## src/rtl/stopwatch_pkg.sv

```systemverilog
// Shared stopwatch definitions: beep FSM state type, default timing constants
// and a counter-width helper.
// Optional build macro used by beep_pulse_driver: BEEP_RETRIGGER_EN.
package stopwatch_pkg;

  typedef enum logic [1:0] {
    IDLE = 2'd0,
    ON   = 2'd1,
    GAP  = 2'd2
  } beep_state_t;

  // Board timing: 50 MHz system clock, 1 ms tick, 2 kHz buzzer tone.
  localparam int CLK_HZ  = 50_000_000;
  localparam int TICK_HZ = 1_000;
  localparam int TONE_HZ = 2_000;

  localparam int DEF_PRESCALE  = CLK_HZ / TICK_HZ;
  localparam int DEF_TONE_HALF = CLK_HZ / (2 * TONE_HZ);
  localparam int DEF_ON_TICKS  = 100;
  localparam int DEF_OFF_TICKS = 100;

  // Width of a counter that runs 0..maxv-1; never narrower than one bit.
  function automatic int cnt_w(input int maxv);
    return (maxv > 1) ? $clog2(maxv) : 1;
  endfunction

endpackage

```

## src/rtl/tick_prescaler.sv

```systemverilog
// Free-running prescaler: one-cycle tick every PRESCALE enabled clk cycles.
// clr restarts the count at zero and suppresses a tick in that cycle.
module tick_prescaler
  import stopwatch_pkg::*;
#(
  parameter int PRESCALE = DEF_PRESCALE
) (
  input  logic clk,
  input  logic rst_n,
  input  logic clr,
  input  logic en,
  output logic tick
);

  localparam int PW = cnt_w(PRESCALE);
  localparam logic [PW-1:0] PRE_LAST = PW'(PRESCALE - 1);

  logic [PW-1:0] cnt_reg;

  // Count enabled cycles, wrapping to zero on the tick cycle.
  always_ff @(posedge clk or negedge rst_n) begin
    if (!rst_n) begin
      cnt_reg <= '0;
    end else if (clr) begin
      cnt_reg <= '0;
    end else if (en) begin
      if (cnt_reg == PRE_LAST) cnt_reg <= '0;
      else                     cnt_reg <= cnt_reg + PW'(1);
    end
  end

  assign tick = en && !clr && (cnt_reg == PRE_LAST);

endmodule

```

## src/rtl/beep_pulse_driver.sv

```systemverilog
// Stretches a one-cycle event pulse into a burst of audible beeps: square-wave
// buzzer drive and a status LED during each ON phase, silent gaps in between.
// Build option: define BEEP_RETRIGGER_EN to let trig restart a running burst.
module beep_pulse_driver
  import stopwatch_pkg::*;
#(
  parameter int PRESCALE  = DEF_PRESCALE,
  parameter int ON_TICKS  = DEF_ON_TICKS,
  parameter int OFF_TICKS = DEF_OFF_TICKS,
  parameter int TONE_HALF = DEF_TONE_HALF
) (
  input  logic       clk,
  input  logic       rst_n,
  input  logic       trig,
  input  logic [3:0] burst_n,
  output logic       beep,
  output logic       led,
  output logic       busy
);

  localparam int KW = cnt_w((ON_TICKS > OFF_TICKS) ? ON_TICKS : OFF_TICKS);
  localparam int TW = cnt_w(TONE_HALF);
  localparam logic [KW-1:0] ON_LAST   = KW'(ON_TICKS - 1);
  localparam logic [KW-1:0] OFF_LAST  = KW'(OFF_TICKS - 1);
  localparam logic [TW-1:0] TONE_LAST = TW'(TONE_HALF - 1);

  beep_state_t   state_reg, state_next;
  logic [3:0]    beeps_left_reg;
  logic [KW-1:0] tick_cnt_reg;
  logic [TW-1:0] tone_cnt_reg;
  logic          beep_reg, led_reg, busy_reg;
  logic          tick, start, on_done, gap_done, enter_on;

  // Phase timebase; only runs while a burst is in progress.
  tick_prescaler #(
    .PRESCALE (PRESCALE)
  ) u_prescaler (
    .clk   (clk),
    .rst_n (rst_n),
    .clr   (start),
    .en    (state_reg != IDLE),
    .tick  (tick)
  );

  // Next-state logic: start (accepted trig) overrides every phase transition.
  always_comb begin
    state_next = state_reg;
`ifdef BEEP_RETRIGGER_EN
    start = trig;
`else
    start = trig && (state_reg == IDLE);
`endif
    on_done  = (state_reg == ON)  && tick && (tick_cnt_reg == ON_LAST);
    gap_done = (state_reg == GAP) && tick && (tick_cnt_reg == OFF_LAST);
    if (start) begin
      state_next = ON;
    end else begin
      case (state_reg)
        IDLE:    state_next = IDLE;
        ON:      if (on_done) state_next = (beeps_left_reg == 4'd1) ? IDLE : GAP;
        GAP:     if (gap_done) state_next = ON;
        default: state_next = IDLE;
      endcase
    end
  end

  assign enter_on = start || gap_done;

  // State register.
  always_ff @(posedge clk or negedge rst_n) begin
    if (!rst_n) state_reg <= IDLE;
    else        state_reg <= state_next;
  end

  // Remaining-beep count: latched on start, decremented on each ON->GAP.
  always_ff @(posedge clk or negedge rst_n) begin
    if (!rst_n) begin
      beeps_left_reg <= 4'd0;
    end else if (start) begin
      beeps_left_reg <= (burst_n == 4'd0) ? 4'd1 : burst_n;
    end else if (on_done && (beeps_left_reg != 4'd1)) begin
      beeps_left_reg <= beeps_left_reg - 4'd1;
    end
  end

  // Ticks elapsed within the current ON or GAP phase.
  always_ff @(posedge clk or negedge rst_n) begin
    if (!rst_n) begin
      tick_cnt_reg <= '0;
    end else if (start || on_done || gap_done) begin
      tick_cnt_reg <= '0;
    end else if (tick) begin
      tick_cnt_reg <= tick_cnt_reg + KW'(1);
    end
  end

  // Tone generator: every ON phase starts high with a fresh half-period count.
  always_ff @(posedge clk or negedge rst_n) begin
    if (!rst_n) begin
      tone_cnt_reg <= '0;
      beep_reg     <= 1'b0;
    end else if (state_next != ON) begin
      tone_cnt_reg <= '0;
      beep_reg     <= 1'b0;
    end else if (enter_on) begin
      tone_cnt_reg <= '0;
      beep_reg     <= 1'b1;
    end else if (tone_cnt_reg == TONE_LAST) begin
      tone_cnt_reg <= '0;
      beep_reg     <= ~beep_reg;
    end else begin
      tone_cnt_reg <= tone_cnt_reg + TW'(1);
    end
  end

  // Registered LED and busy flags, decoded from the upcoming state.
  always_ff @(posedge clk or negedge rst_n) begin
    if (!rst_n) begin
      led_reg  <= 1'b0;
      busy_reg <= 1'b0;
    end else begin
      led_reg  <= (state_next == ON);
      busy_reg <= (state_next != IDLE);
    end
  end

  assign beep = beep_reg;
  assign led  = led_reg;
  assign busy = busy_reg;

endmodule

```

## config.mk

```make
export PLATFORM = sky130hd
export DESIGN_NAME = beep_pulse_driver
export DESIGN_NICKNAME = d
export VERILOG_FILES = /design/src/rtl/stopwatch_pkg.sv /design/src/rtl/tick_prescaler.sv /design/src/rtl/beep_pulse_driver.sv
export SDC_FILE = /design/constraint.sdc
export NUM_CORES = 1
export LEC_CHECK = 0
export ABC_CLOCK_PERIOD_IN_PS = 5550
export CAP_MARGIN = 20
export CELL_PAD_IN_SITES_DETAIL_PLACEMENT = 0
export CELL_PAD_IN_SITES_GLOBAL_PLACEMENT = 1
export CORE_MARGIN = 2
export CORE_UTILIZATION = 40
export CTS_CLUSTER_DIAMETER = 200
export DETAILED_ROUTE_END_ITERATION = 8
export PLACE_DENSITY_LB_ADDON = 0.25
export RECOVER_POWER = 50
export SLEW_MARGIN = 20
export SYNTH_ARGS = -nofsm -noshare
export SYNTH_HDL_FRONTEND = slang
export SYNTH_HIERARCHICAL = 1
export SYNTH_SLANG_ARGS = --single-unit
```

## constraint.sdc

```tcl
create_clock -name clk -period 5.55 [get_ports clk]
set_input_delay 1.11 -clock clk [delete_from_list [all_inputs] [get_ports clk]]
set_output_delay 1.11 -clock clk [all_outputs]
set_load 0.005 [all_outputs]
```

# Word level (Yosys, flattened, before mapping)
# Index checks and enable logic that the tools add are counted.
dict set report word_totals {
  input_bits 7
  out_inout_bits 3
  ff_bits 46
}
dict set report op_classes {
  muxes 19
  bitwise_logic 1
  n_reduce_logical 20
  eq_ne 9
  add_sub_neg 4
}
# operator count
set op_table {}
lappend op_table {{$mux W16} 3}
lappend op_table {{$mux W14} 3}
lappend op_table {{$add A16 B1 Y16 const B} 1}
lappend op_table {{$eq A16 B16 Y1 const B} 1}
lappend op_table {{$add A14 B1 Y14 const B} 1}
lappend op_table {{$eq A14 B14 Y1 const B} 1}
lappend op_table {{$mux W7} 2}
lappend op_table {{$mux W4} 3}
lappend op_table {{$reduce_bool A2 Y1} 5}
lappend op_table {{$logic_and A1 B1 Y1} 8}
lappend op_table {{$mux W2} 4}
lappend op_table {{$add A7 B1 Y7 const B} 1}
lappend op_table {{$eq A7 B7 Y1 const B} 1}
lappend op_table {{$eq A2 B1 Y1 const B} 2}
lappend op_table {{$eq A4 B1 Y1 const B} 1}
lappend op_table {{$logic_not A4 Y1} 1}
lappend op_table {{$ne A4 B1 Y1 const B} 1}
lappend op_table {{$pmux W2 S2} 1}
lappend op_table {{$sub A4 B1 Y4 const B} 1}
lappend op_table {{$logic_or A1 B1 Y1} 3}
lappend op_table {{$mux W1} 3}
lappend op_table {{$reduce_bool A3 Y1} 1}
lappend op_table {{$eq A2 B2 Y1 const B} 1}
lappend op_table {{$logic_not A2 Y1} 1}
lappend op_table {{3 further kinds} 3}

# Logic depth before layout (Yosys ltp)
# Gate-level depths: netlist (run 1).
dict set report depth {
  depth_word 12
  depth_mapped 14
  ltp_nobuf 11
}

# Hierarchy
# The synthesis (run 1) kept the hierarchy.
# module instances area_each_um2 cells_per_inst
set modules_own_cells {}
lappend modules_own_cells {beep_pulse_driver 1 1589.0 156}
lappend modules_own_cells {tick_prescaler 1 977.2 103}

# Worst setup path before layout (run 1)
# Ideal clock, no wire load.
dict set report synth_timing {
  path_kind {in2reg}
  start {in trig}
  end {reg tone_cnt_reg[10]}
  cell_stages 12
  t_arrival_ns 3.294
  slack_ns 2.185
  required_ns 5.479
  setup_ns 0.071
  path_cell_list {nand2_1 > inv_1 > clkbuf_1 > or2b_4 > nor2_1 > clkbuf_1 > nand3_1 > or2_4 > a221oi_4 > nand3_2 > buf_6 > nor2_1}
}
dict set report synth_between {
  elab_chain_cells 11
  elab_cells_between_ends 16
}
# item line
set synth_rtl {}
lappend synth_rtl {{start, declared} beep_pulse_driver.sv:14} ;# input logic trig,
lappend synth_rtl {{$logic_and A1 B1 Y1 (*)} beep_pulse_driver.sv:51} ;# start = trig && (state_reg == IDLE);
lappend synth_rtl {{named net start} beep_pulse_driver.sv:32} ;# logic tick, start, on_done, gap_done, enter_on;
lappend synth_rtl {{$logic_not A1 Y1 (*)} tick_prescaler.sv:32} ;# assign tick = en && !clr && (cnt_reg == PRE_LAST);
lappend synth_rtl {{$logic_and A1 B1 Y1 (*) (2 in a row)} tick_prescaler.sv:32}
lappend synth_rtl {{named net tick} beep_pulse_driver.sv:32}
lappend synth_rtl {{$logic_and A1 B1 Y1 (on tied branches) (2 in a row)} {beep_pulse_driver.sv:54, beep_pulse_driver.sv:53}}
lappend synth_rtl {{$mux W2 (on tied branches)} {beep_pulse_driver.sv:61, beep_pulse_driver.sv:60}}
lappend synth_rtl {{$pmux W2 S2 (*)} beep_pulse_driver.sv:58} ;# case (state_reg)
lappend synth_rtl {{$mux W2 (*)} beep_pulse_driver.sv:55} ;# if (start) begin
lappend synth_rtl {{named net state_next[0]} beep_pulse_driver.sv:27} ;# beep_state_t state_reg, state_next;
lappend synth_rtl {{$ne A2 B1 Y1 (*)} beep_pulse_driver.sv:102} ;# end else if (state_next != ON) begin
lappend synth_rtl {{$mux W14 (*)} beep_pulse_driver.sv:102}
lappend synth_rtl {{end signal, assigned} beep_pulse_driver.sv:112} ;# tone_cnt_reg <= tone_cnt_reg + TW'(1);
lappend synth_rtl {{end, declared} beep_pulse_driver.sv:30} ;# logic [TW-1:0] tone_cnt_reg;
# Mark *: on every way through the listed nets, which the timed path passes. The rest lies on a longest branch.
# A chain may end at the register's enable or synchronous reset.

# Worst setup path after layout (run 1)
dict set report layout_timing {
  start {in trig}
  end {reg tone_cnt_reg[10]}
}
dict set report layout_between {
  elab_chain_cells 11
  elab_cells_between_ends 16
}
# item line
set layout_rtl {}
lappend layout_rtl {{$logic_and A1 B1 Y1 (*)} beep_pulse_driver.sv:51}
lappend layout_rtl {{$logic_not A1 Y1 (*)} tick_prescaler.sv:32}
lappend layout_rtl {{$logic_and A1 B1 Y1 (*) (2 in a row)} tick_prescaler.sv:32}
lappend layout_rtl {{named net tick} beep_pulse_driver.sv:32}
lappend layout_rtl {{$logic_and A1 B1 Y1 (on tied branches) (2 in a row)} {beep_pulse_driver.sv:54, beep_pulse_driver.sv:53}}
lappend layout_rtl {{$mux W2 (on tied branches)} {beep_pulse_driver.sv:61, beep_pulse_driver.sv:60}}
lappend layout_rtl {{$pmux W2 S2 (*)} beep_pulse_driver.sv:58}
lappend layout_rtl {{$mux W2 (*)} beep_pulse_driver.sv:55}
lappend layout_rtl {{named net state_next[0]} beep_pulse_driver.sv:27}
lappend layout_rtl {{$ne A2 B1 Y1 (*)} beep_pulse_driver.sv:102}
lappend layout_rtl {{$mux W14 (*)} beep_pulse_driver.sv:102}
# Marks and branches as above.

==> results of run 1 <==
[cell families (layout without fill, tap and decap cells)]
logic type                 count (synthesis)  count (layout)  synth area share, %
and+or+nand+nor                          118             118                 25.8
AOI/OAI and AO/OA                         49              49                 14.8
DFF                                       46              46                 44.9
xor gates and xnor gates                  21              21                 7.17
buffers and inverters                     16              27                 3.07
adders and majority gates                  8               8                 3.90
muxes                                      1               1                0.390
[stage by stage]
step / hold WS, ns / cells / cell area [µm²]
6_report: 0.507 / 347 / 2800
5_1_grt: 0.528 / 347 / 2800
4_1_cts: 0.509 / 347 / 2800
3_5_place_dp: 0.495 / 339 / 2710
3_3_place_gp: 0.488 / 339 / 2710
2_1_floorplan: 0.463 / 259 / 2570
[per-layer routing]
layer,vias up,global-route usage [%],wire length (µm)
li1,958,-,-
met1,884,21.2,2530
met2,16,24.6,2310
met3,7,4.15,132
met4,0,4.84,70
met5,-,0,0
[synth_stat cells (all sizes together) (8+ instances only)]
cell	number	area (µm²)
ha	8	100
nand4	8	56.3
inv	10	37.5
dfrtp	46	1150
o21ai	16	80.1
nand2	25	93.8
xnor2	8	70.1
nand3	15	80.1
a21oi	8	40.0
nor2	31	116
xor2	13	114
[worst max path at each step]
stage	cells past startpoint	start	to
2_1_floorplan	12	trig	tone_cnt_reg[10]$_DFF_PN0_
3_3_place_gp	10	trig	tone_cnt_reg[5]$_DFF_PN0_
3_5_place_dp	10	trig	tone_cnt_reg[10]$_DFF_PN0_
4_1_cts	10	trig	tone_cnt_reg[10]$_DFF_PN0_
5_1_grt	10	trig	tone_cnt_reg[9]$_DFF_PN0_
6_report	10	trig	tone_cnt_reg[10]$_DFF_PN0_
[cells in the final DEF (no fill, tap or decap), drive strengths merged, types with 6 or more instances in the layout]
cell            n
dfrtp          46
nor2           31
nand2          25
o21ai          16
nand3          15
xor2           13
inv            10
xnor2           8
a21oi           8
ha              8
nand4           8
clkdlybuf4s50   7
and3            6
nor3            6
a31oi           6
clkbuf          6
[cell type report]
class | instances | area, µm² | share of cell area, %
clock buffer | 5 | 68.8 | 2.46
multi-input combinational | 197 | 1340 | 47.8
inverter | 10 | 37.5 | 1.34
sequential | 46 | 1150 | 41.2
clock inverter | 3 | 21.3 | 0.761
timing repair buffer | 9 | 83.8 | 3.00
tap | 77 | 96.3 | 3.45
[power by group through the flow]
stage | combinational [mW] | sequential (mW) | clock (mW)
2_1_floorplan | 0.0551 | 0.360 | 0
4_1_cts | 0.0834 | 0.355 | 0.225
6_report | 0.0812 | 0.355 | 0.212
3_3_place_gp | 0.0825 | 0.362 | 0
3_5_place_dp | 0.0830 | 0.361 | 0
5_1_grt | 0.0923 | 0.357 | 0.236
[worst max-delay path, cell delays in order]
cell and delay [ns]:
dlygate4sd3_1 0.53, nand2_1 0.15, inv_1 0.24, or2b_4 0.34
nor2_1 0.37, nand3_1 0.32, or2_4 0.33, a221oi_4 0.31
nand3_2 0.29, nor2_1 0.19
==> impl_metrics.csv, run 1 <==
group,metric,value,unit
outcome,status,"finished with violations",
outcome,violations,"max-capacitance violations, max-slew violations",
clock_tree,root_buffer,"clkbuf_8",
clock_tree,clock_path_buffers,2,
route,drc,0,
timing,drv_slew,47,
pwr,leakagePower,1.15,nW
hold_path,min_from,"tone_cnt_reg[0]$_DFF_PN0_",
global_route,grt_pass1_vias,1830,
synthesis,synth-main-ff-cell,"dfrtp_1",
pwr,p_int,0.465,mW
timing,rsz0062_at_grt,"false",
global_route,antenna_found_initial,0,
synthesis,async_flop_share,100,%
pwr,netSwitchingFraction,28.3,%
place,io_buffers,9,
route,vias,1865,
route,viasPerCell,5.37,
timing,hold_viol,0,
worst_setup_path,arrival,4.18,ns
floorplan,coreArea,0.00628,mm²
synthesis,synth-seq-area-share,44.9,%
hold_path,hold_depth,1,
layout,fin_util,44.5,%
pwr,p_sw,0.184,mW
floorplan,core.rowCount,29,
flow_run,cap_violations,1,
worst_setup_path,rrSetupSlack,2.22,ns
global_route,grt_pass1_wl,8810,µm
synthesis,syn_inst,259,
synthesis,netlist_area,0.00257,mm²
floorplan,io_pins,10,
pwr,seq_power_share,54.7,%
floorplan,die_x,84.1,µm
global_route,gr-total-overflow,0,
worst_setup_path,end_kind,"register",
pwr,p_comb_share,12.5,%
worst_setup_path,worstSetupPathType,"in -> reg",
layout,largest_reg_flops,16,
clock_tree,htreeDepth,2,
global_route,grt_max_degree,47,
place,place.detailed.hpwl,3380,µm
pwr,power.total,0.648,mW
global_route,grt_usage,15.7,%
timing,fmax,0.254,GHz
clock_tree,path_clk_slew,0.09,ns
timing,finalSetupTns,0,ns
route,first_iter_violations,87,
floorplan,die_h,84.1,µm
worst_setup_path,r2r-start,"state_reg[0]$_DFF_PN0_",
clock_tree,holdBufCountCts,0,
timing,fin_crit_sh,71.0,%
synthesis,yosysUniqueCellTypes,53,
clock_tree,postCtsSetupRepairBufs,0,
clock_tree,cts_num_sinks,46,
timing,tightest_slew,2.55,ns
timing,setup_ws,1.61,ns
pwr,p_clk_share,32.8,%
floorplan,initial_core_util,40.9,%
synthesis,yosysWarnings,6,
route,wire_per_inst,14.5,µm
place,pre_cts_slack,1.40,ns
clock_tree,clock_latency,0.31,ns
route,wl,5040,µm
place,gp_congestion,0.760,
worst_setup_path,cp-start-kind,"input port",
layout,area_growth,8.92,%
synthesis,synth_edf_count,0,
worst_setup_path,r2r_end,"tone_cnt_reg[10]$_DFF_PN0_",
layout,fin_nets,284,
layout,fill_cells,612,
clock_tree,cts_tree,"done",
worst_setup_path,cp_max_fo,17,
pwr,vdd_drop_max,0.138,mV
route,ant_nets,0,
pwr,p_per_area,232,mW/mm²
clock_tree,ctsResizeCount,0,
timing,max-slew-margin-rel,-69.9,%
route,drt_pass1_iterations,4,
timing,setup_viol,0,
worst_setup_path,cp.required,5.79,ns
timing,fin_crit,3.94,ns
clock_tree,cts_buffers,5,
synthesis,synth.avg_cell_area,9.91,µm²
worst_setup_path,worstRegToRegCells,11,
hold_path,hold_path_end,"tone_cnt_reg[0]$_DFF_PN0_",
timing,finClkSkew,0.0129,ns
hold_path,worstHoldPathType,"reg -> reg",
layout,drive_above_1_share,10.0,%
synthesis,ys_ff_latch,46,
synthesis,syn-num-nets,274,
floorplan,die_area,0.00707,mm²
layout,diodes,0,
Power figures use the tool's default switching activity.
==> run 2, diff against run 1 <==
- ABC_CLOCK_PERIOD_IN_PS: 5550 -> 3700
- clock period: 5.55 -> 3.7 ns (I/O delays scaled with it)
==> run 2 against run 1 <==
The flow now finishes without violations. Wire length down 1.6%. First-iteration DRC count increased by 6.9%. Critical path type unchanged. Combinational power rose by 55%. Sequential share of layout area down 0.71 points. Via count grew 1.1%. Flip-flop and latch count is the same. Power increased by 60%. Clock power increased by 79%. Largest cell class unchanged. Global-route usage shrank 0.52 points.
==> impl_metrics.csv, run 2 (synthesized netlist as in run 1, its figures left out) <==
group,metric,value,unit
hold_path,hold_path_end,"u_prescaler/cnt_reg[15]$_DFFE_PN0P_",
layout,largest_reg_flops,16,
floorplan,die_x,84.1,µm
route,vias,1886,
layout,layout_commonest_cell,"dfrtp_1",
worst_setup_path,cp-start-kind,"input port",
layout,diodes,0,
layout,area_growth,10.8,%
layout,finalNonFillerCells,351,
route,drt_pass1_iterations,4,
timing,tightest_slew,1.38,ns
outcome,status,"complete, no violations",
timing,drv_slew,0,
place,gp_congestion,0.737,
route,wl,4960,µm
worst_setup_path,r2r-start,"state_reg[1]$_DFF_PN0_",
timing,fin_crit_sh,77.9,%
pwr,p_per_area,365,mW/mm²
pwr,vdd_drop_max,0.242,mV
worst_setup_path,cp.required,3.93,ns
clock_tree,ctsResizeCount,0,
flow_run,cap_violations,0,
clock_tree,root_buffer,"clkbuf_8",
global_route,grt_usage,15.2,%
clock_tree,cts_tree,"done",
clock_tree,cts_buffers,5,
clock_tree,clock_latency,0.30,ns
clock_tree,path_clk_slew,0.09,ns
hold_path,worstHoldPathType,"reg -> reg",
timing,max-slew-margin-rel,8.32,%
clock_tree,cts_num_sinks,46,
hold_path,hold_depth,1,
place,dp_cells,343,
timing,fin_crit,2.88,ns
floorplan,io_pins,10,
worst_setup_path,worstSetupPathType,"in -> reg",
worst_setup_path,arrival,3.11,ns
floorplan,coreArea,0.00628,mm²
timing,setup_viol,0,
layout,final_cell_mix,"46 x dfrtp_1, 31 x nor2_1, 25 x nand2_1",
place,placed_area,0.00274,mm²
worst_setup_path,r2r_end,"tone_cnt_reg[12]$_DFF_PN0_",
global_route,gr-total-overflow,0,
worst_setup_path,worstRegToRegCells,11,
place,place.detailed.hpwl,3570,µm
worst_setup_path,rrSetupSlack,0.98,ns
timing,finClkSkew,0.00701,ns
layout,drive_above_1_share,10.9,%
timing,hold_viol,0,
layout,final_area,0.00284,mm²
worst_setup_path,cp_max_fo,13,
global_route,grt_pass1_vias,1916,
place,io_buffers,9,
timing,fmax,0.347,GHz
clock_tree,clock_path_buffers,2,
timing,finalSetupTns,0,ns
clock_tree,holdBufCountCts,0,
clock_tree,postCtsSetupRepairBufs,0,
global_route,grt_max_degree,26,
floorplan,initial_core_util,40.9,%
global_route,antenna_found_initial,0,
route,ant_nets,0,
timing,rsz0062_at_grt,"false",
floorplan,die_area,0.00707,mm²
route,drc,0,
route,viasPerCell,5.37,
route,wire_per_inst,14.1,µm
route,first_iter_violations,93,
global_route,grt_pass1_wl,8850,µm
pwr,leakagePower,1.18,nW
floorplan,die_h,84.1,µm
worst_setup_path,end_kind,"register",
floorplan,core.rowCount,29,
clock_tree,htreeDepth,2,
layout,fin_nets,288,
hold_path,min_from,"u_prescaler/cnt_reg[15]$_DFFE_PN0P_",
==> run 2: report_power, final <==
| group | switching [mW] | internal, mW |
|---|---|---|
| Clock | 0.177 | 0.203 |
| Sequential | 0.0138 | 0.518 |
| Combinational | 0.0776 | 0.0488 |
| Total | 0.269 | 0.770 |
==> run 2: worst max path at each step <==
stage	from	endpoint	slack, ns
final	trig	tone_cnt_reg[12]$_DFF_PN0_	0.82
after global routing	trig	tone_cnt_reg[0]$_DFF_PN0_	0.65
after CTS	trig	tone_cnt_reg[8]$_DFF_PN0_	0.77
after detailed placement	trig	tone_cnt_reg[8]$_DFF_PN0_	0.45
after global placement	trig	tone_cnt_reg[3]$_DFF_PN0_	0.59
after floorplan	trig	tone_cnt_reg[10]$_DFF_PN0_	0.70
==> run 2: metrics by stage <==
| step | power [mW] | hold slack (ns) | setup WS [ns] | util, % |
|---|---|---|---|---|
| after floorplan | 0.622 | 0.444 | 0.705 | - |
| after global placement | 0.670 | 0.478 | 0.588 | 43.6 |
| after detailed placement | 0.672 | 0.488 | 0.455 | 43.6 |
| after CTS | 1.06 | 0.436 | 0.773 | 45.4 |
| after global routing | 1.10 | 0.548 | 0.649 | 45.3 |
| final | 1.04 | 0.504 | 0.818 | 45.3 |
==> run 2: area by class of cell <==
type / instances / area (µm²)
Clock buffer: 5 / 68.8
Clock inverter: 3 / 43.8
Fill cell: 611 / 3430
Inverter: 10 / 37.5
Multi-Input combinational cell: 197 / 1340
Sequential cell: 46 / 1150
Tap cell: 77 / 96.3
Timing Repair Buffer: 13 / 110
==> run 2: per-layer routing <==
layer  up-vias  track usage, %  wire, µm
met5         -               0         0
met4         0            4.40        42
met3         5            3.07        86
met2        14            23.7      2260
met1       902            21.3      2580
li1        965               -         -
==> run 2: worst max-delay path, stage by stage <==
cell and delay [ns]:
clkdlybuf4s50_1 0.40, nand2_1 0.15, inv_1 0.08, or2b_4 0.27, nor2_1 0.14, nand3_1 0.22, or2_4 0.32, a221oi_4 0.32
nand3_2 0.28, nor2_1 0.18
==> RTL edit: new RTL, flow settings as in run 2 <==
The 3 states of `beep_state_t` get a one-hot encoding in 3 bits.
--- a/src/rtl/stopwatch_pkg.sv
+++ b/src/rtl/stopwatch_pkg.sv
@@ -3,10 +3,10 @@
 // Optional build macro used by beep_pulse_driver: BEEP_RETRIGGER_EN.
 package stopwatch_pkg;
 
-  typedef enum logic [1:0] {
-    IDLE = 2'd0,
-    ON   = 2'd1,
-    GAP  = 2'd2
+  typedef enum logic [2:0] {
+    IDLE = 3'b001,
+    ON   = 3'b010,
+    GAP  = 3'b100
   } beep_state_t;
 
   // Board timing: 50 MHz system clock, 1 ms tick, 2 kHz buzzer tone.
Behaviour: same outputs for any inputs over 10 cycles, from zero or initial values and one cycle with rst_n low; not proved beyond that.
==> RTL edit against run 2 <==
- the run now ends with max-capacitance violations, max-slew violations left
- worst setup slack worse by 0.080 ns
- sequential cell count rose by 1
- wire length up 3.4%
- final area is 1.1% higher
- count of clock-buffer cells in the layout increased by 1
- synthesized area rose by 1.8%
- hold slack worse by 0.038 ns
- die area is 1.7% higher
- highest routed layer unchanged
Power is not compared: it rests on default switching activity, and its combinational part moved more than twofold at a synthesized area within 25%.
==> RTL edit: results (changes against run 2) <==
[outcome]
status=finished, violations left  ; was completed
violations=max-capacitance violations, max-slew violations

[global_routing]
grt_usage_pct=15.5  ; was 15.2%
grt_max_degree=28  ; was 26

[synth]
synth_xor_area_share_pct=6.70  ; was 7.17%
synth_area_per_cell_sq_um=10.0  ; was 9.91 sq um
synth.mux.area_fraction_pct=1.58  ; was 0.390%
synth_seq_area_share_pct=45.1  ; was 44.9%
netlist_top_cells_count=dfrtp_1 (46), nor2_1 (25), nand2_1 (23)  ; was dfrtp_1 (46), nor2_1 (31), nand2_1 (25)
ys_seq_elements=47  ; was 46
syn_nets=272  ; was 274
synthAdderAreaFrac_pct=2.39  ; was 3.90%
synth-compound-area-share_pct=12.3  ; was 14.8%

[sta]
slew_violations=28  ; was 0
finalClockSkew_ns=0.0133  ; was 0.00701 ns
tightest_slew_ns=1.51  ; was 1.38 ns

[placement]
hpwlAfterDp_um=3550  ; was 3570 um
numPlacedInstances=340  ; was 343

[job]
max_cap_violations=1  ; was 0

[critical_path]
r2r_cells=8  ; was 11
crit_slowest_cell=nand3_1  ; was clkdlybuf4s50_1
r2r-start=u_prescaler/cnt_reg[0]$_DFFE_PN0P_  ; was state_reg[1]$_DFF_PN0_

[worst_hold_path]
min_from=tone_cnt_reg[0]$_DFF_PN0_  ; was u_prescaler/cnt_reg[15]$_DFFE_PN0P_

[route]
drt_iter0_markers=87  ; was 93
viasPerCell=5.64  ; was 5.37
avgRoutedWirePerCell_um=14.7  ; was 14.1 um

[finish]
drive_above_1_share_pct=11.1  ; was 10.9%
layoutNonFillerInstCount=348  ; was 351

RTL edit: layout make-up:
cell class                      instances  area [sq um]
Sequential cell                        47          1180
Timing Repair Buffer                   12           103
Inverter                                8          30.0
Tap cell                               77          96.3
Fill cell                             614          3470
Multi-Input combinational cell        196          1350
Clock inverter                          2          38.8
Clock buffer                            6          82.6
RTL edit: routing by layer:
metal | global-route usage [%] | vias up | part of all wire, %
met5 | 0 | - | 0
met2 | 24.6 | 22 | 46
li1 | - | 973 | -
met1 | 21.9 | 964 | 51
met3 | 3.21 | 2 | 2.6
met4 | 3.90 | 0 | 0.57
RTL edit: worst max-delay path: cells and delay by family:
kind / cells / cell delay, ns
buffers and inverters: 1 / 0.44
and+or+nand+nor: 7 / 1.95
RTL edit: cells by family after synthesis:
family | after synthesis
DFF | 47
adders and majority gates | 5
AOI/OAI and AO/OA | 45
and+or+nand+nor | 122
xor gates and xnor gates | 20
buffers and inverters | 17
muxes | 4
RTL edit: stage by stage:
stage / hold slack (ns) / total power, mW / util [%]
2_1_floorplan: 0.424 / 0.972 / -
3_3_place_gp: 0.442 / 1.11 / 43.5
3_5_place_dp: 0.455 / 1.11 / 43.5
4_1_cts: 0.459 / 1.52 / 45.4
5_1_grt: 0.494 / 1.60 / 45.3
6_report: 0.466 / 1.50 / 45.3
RTL edit: worst max path at each step:
stage | to | slack [ns] | cells after the start
finish | tone_cnt_reg[10]$_DFF_PN0_ | 0.74 | 8
global route | tone_cnt_reg[10]$_DFF_PN0_ | 0.55 | 8
CTS | tone_cnt_reg[10]$_DFF_PN0_ | 0.72 | 8
detailed placement | tone_cnt_reg[10]$_DFF_PN0_ | 0.41 | 8
global placement | tone_cnt_reg[3]$_DFF_PN0_ | 0.48 | 8
floorplan | beeps_left_reg[3]$_DFFE_PN0P_ | 1.24 | 9
RTL edit: report_power, final:
part	internal [mW]	leakage (nW)	total, mW	switching [mW]
combinational	0.193	0.520	0.454	0.261
clock	0.222	0.0618	0.405	0.183
sequential	0.581	0.633	0.644	0.0630
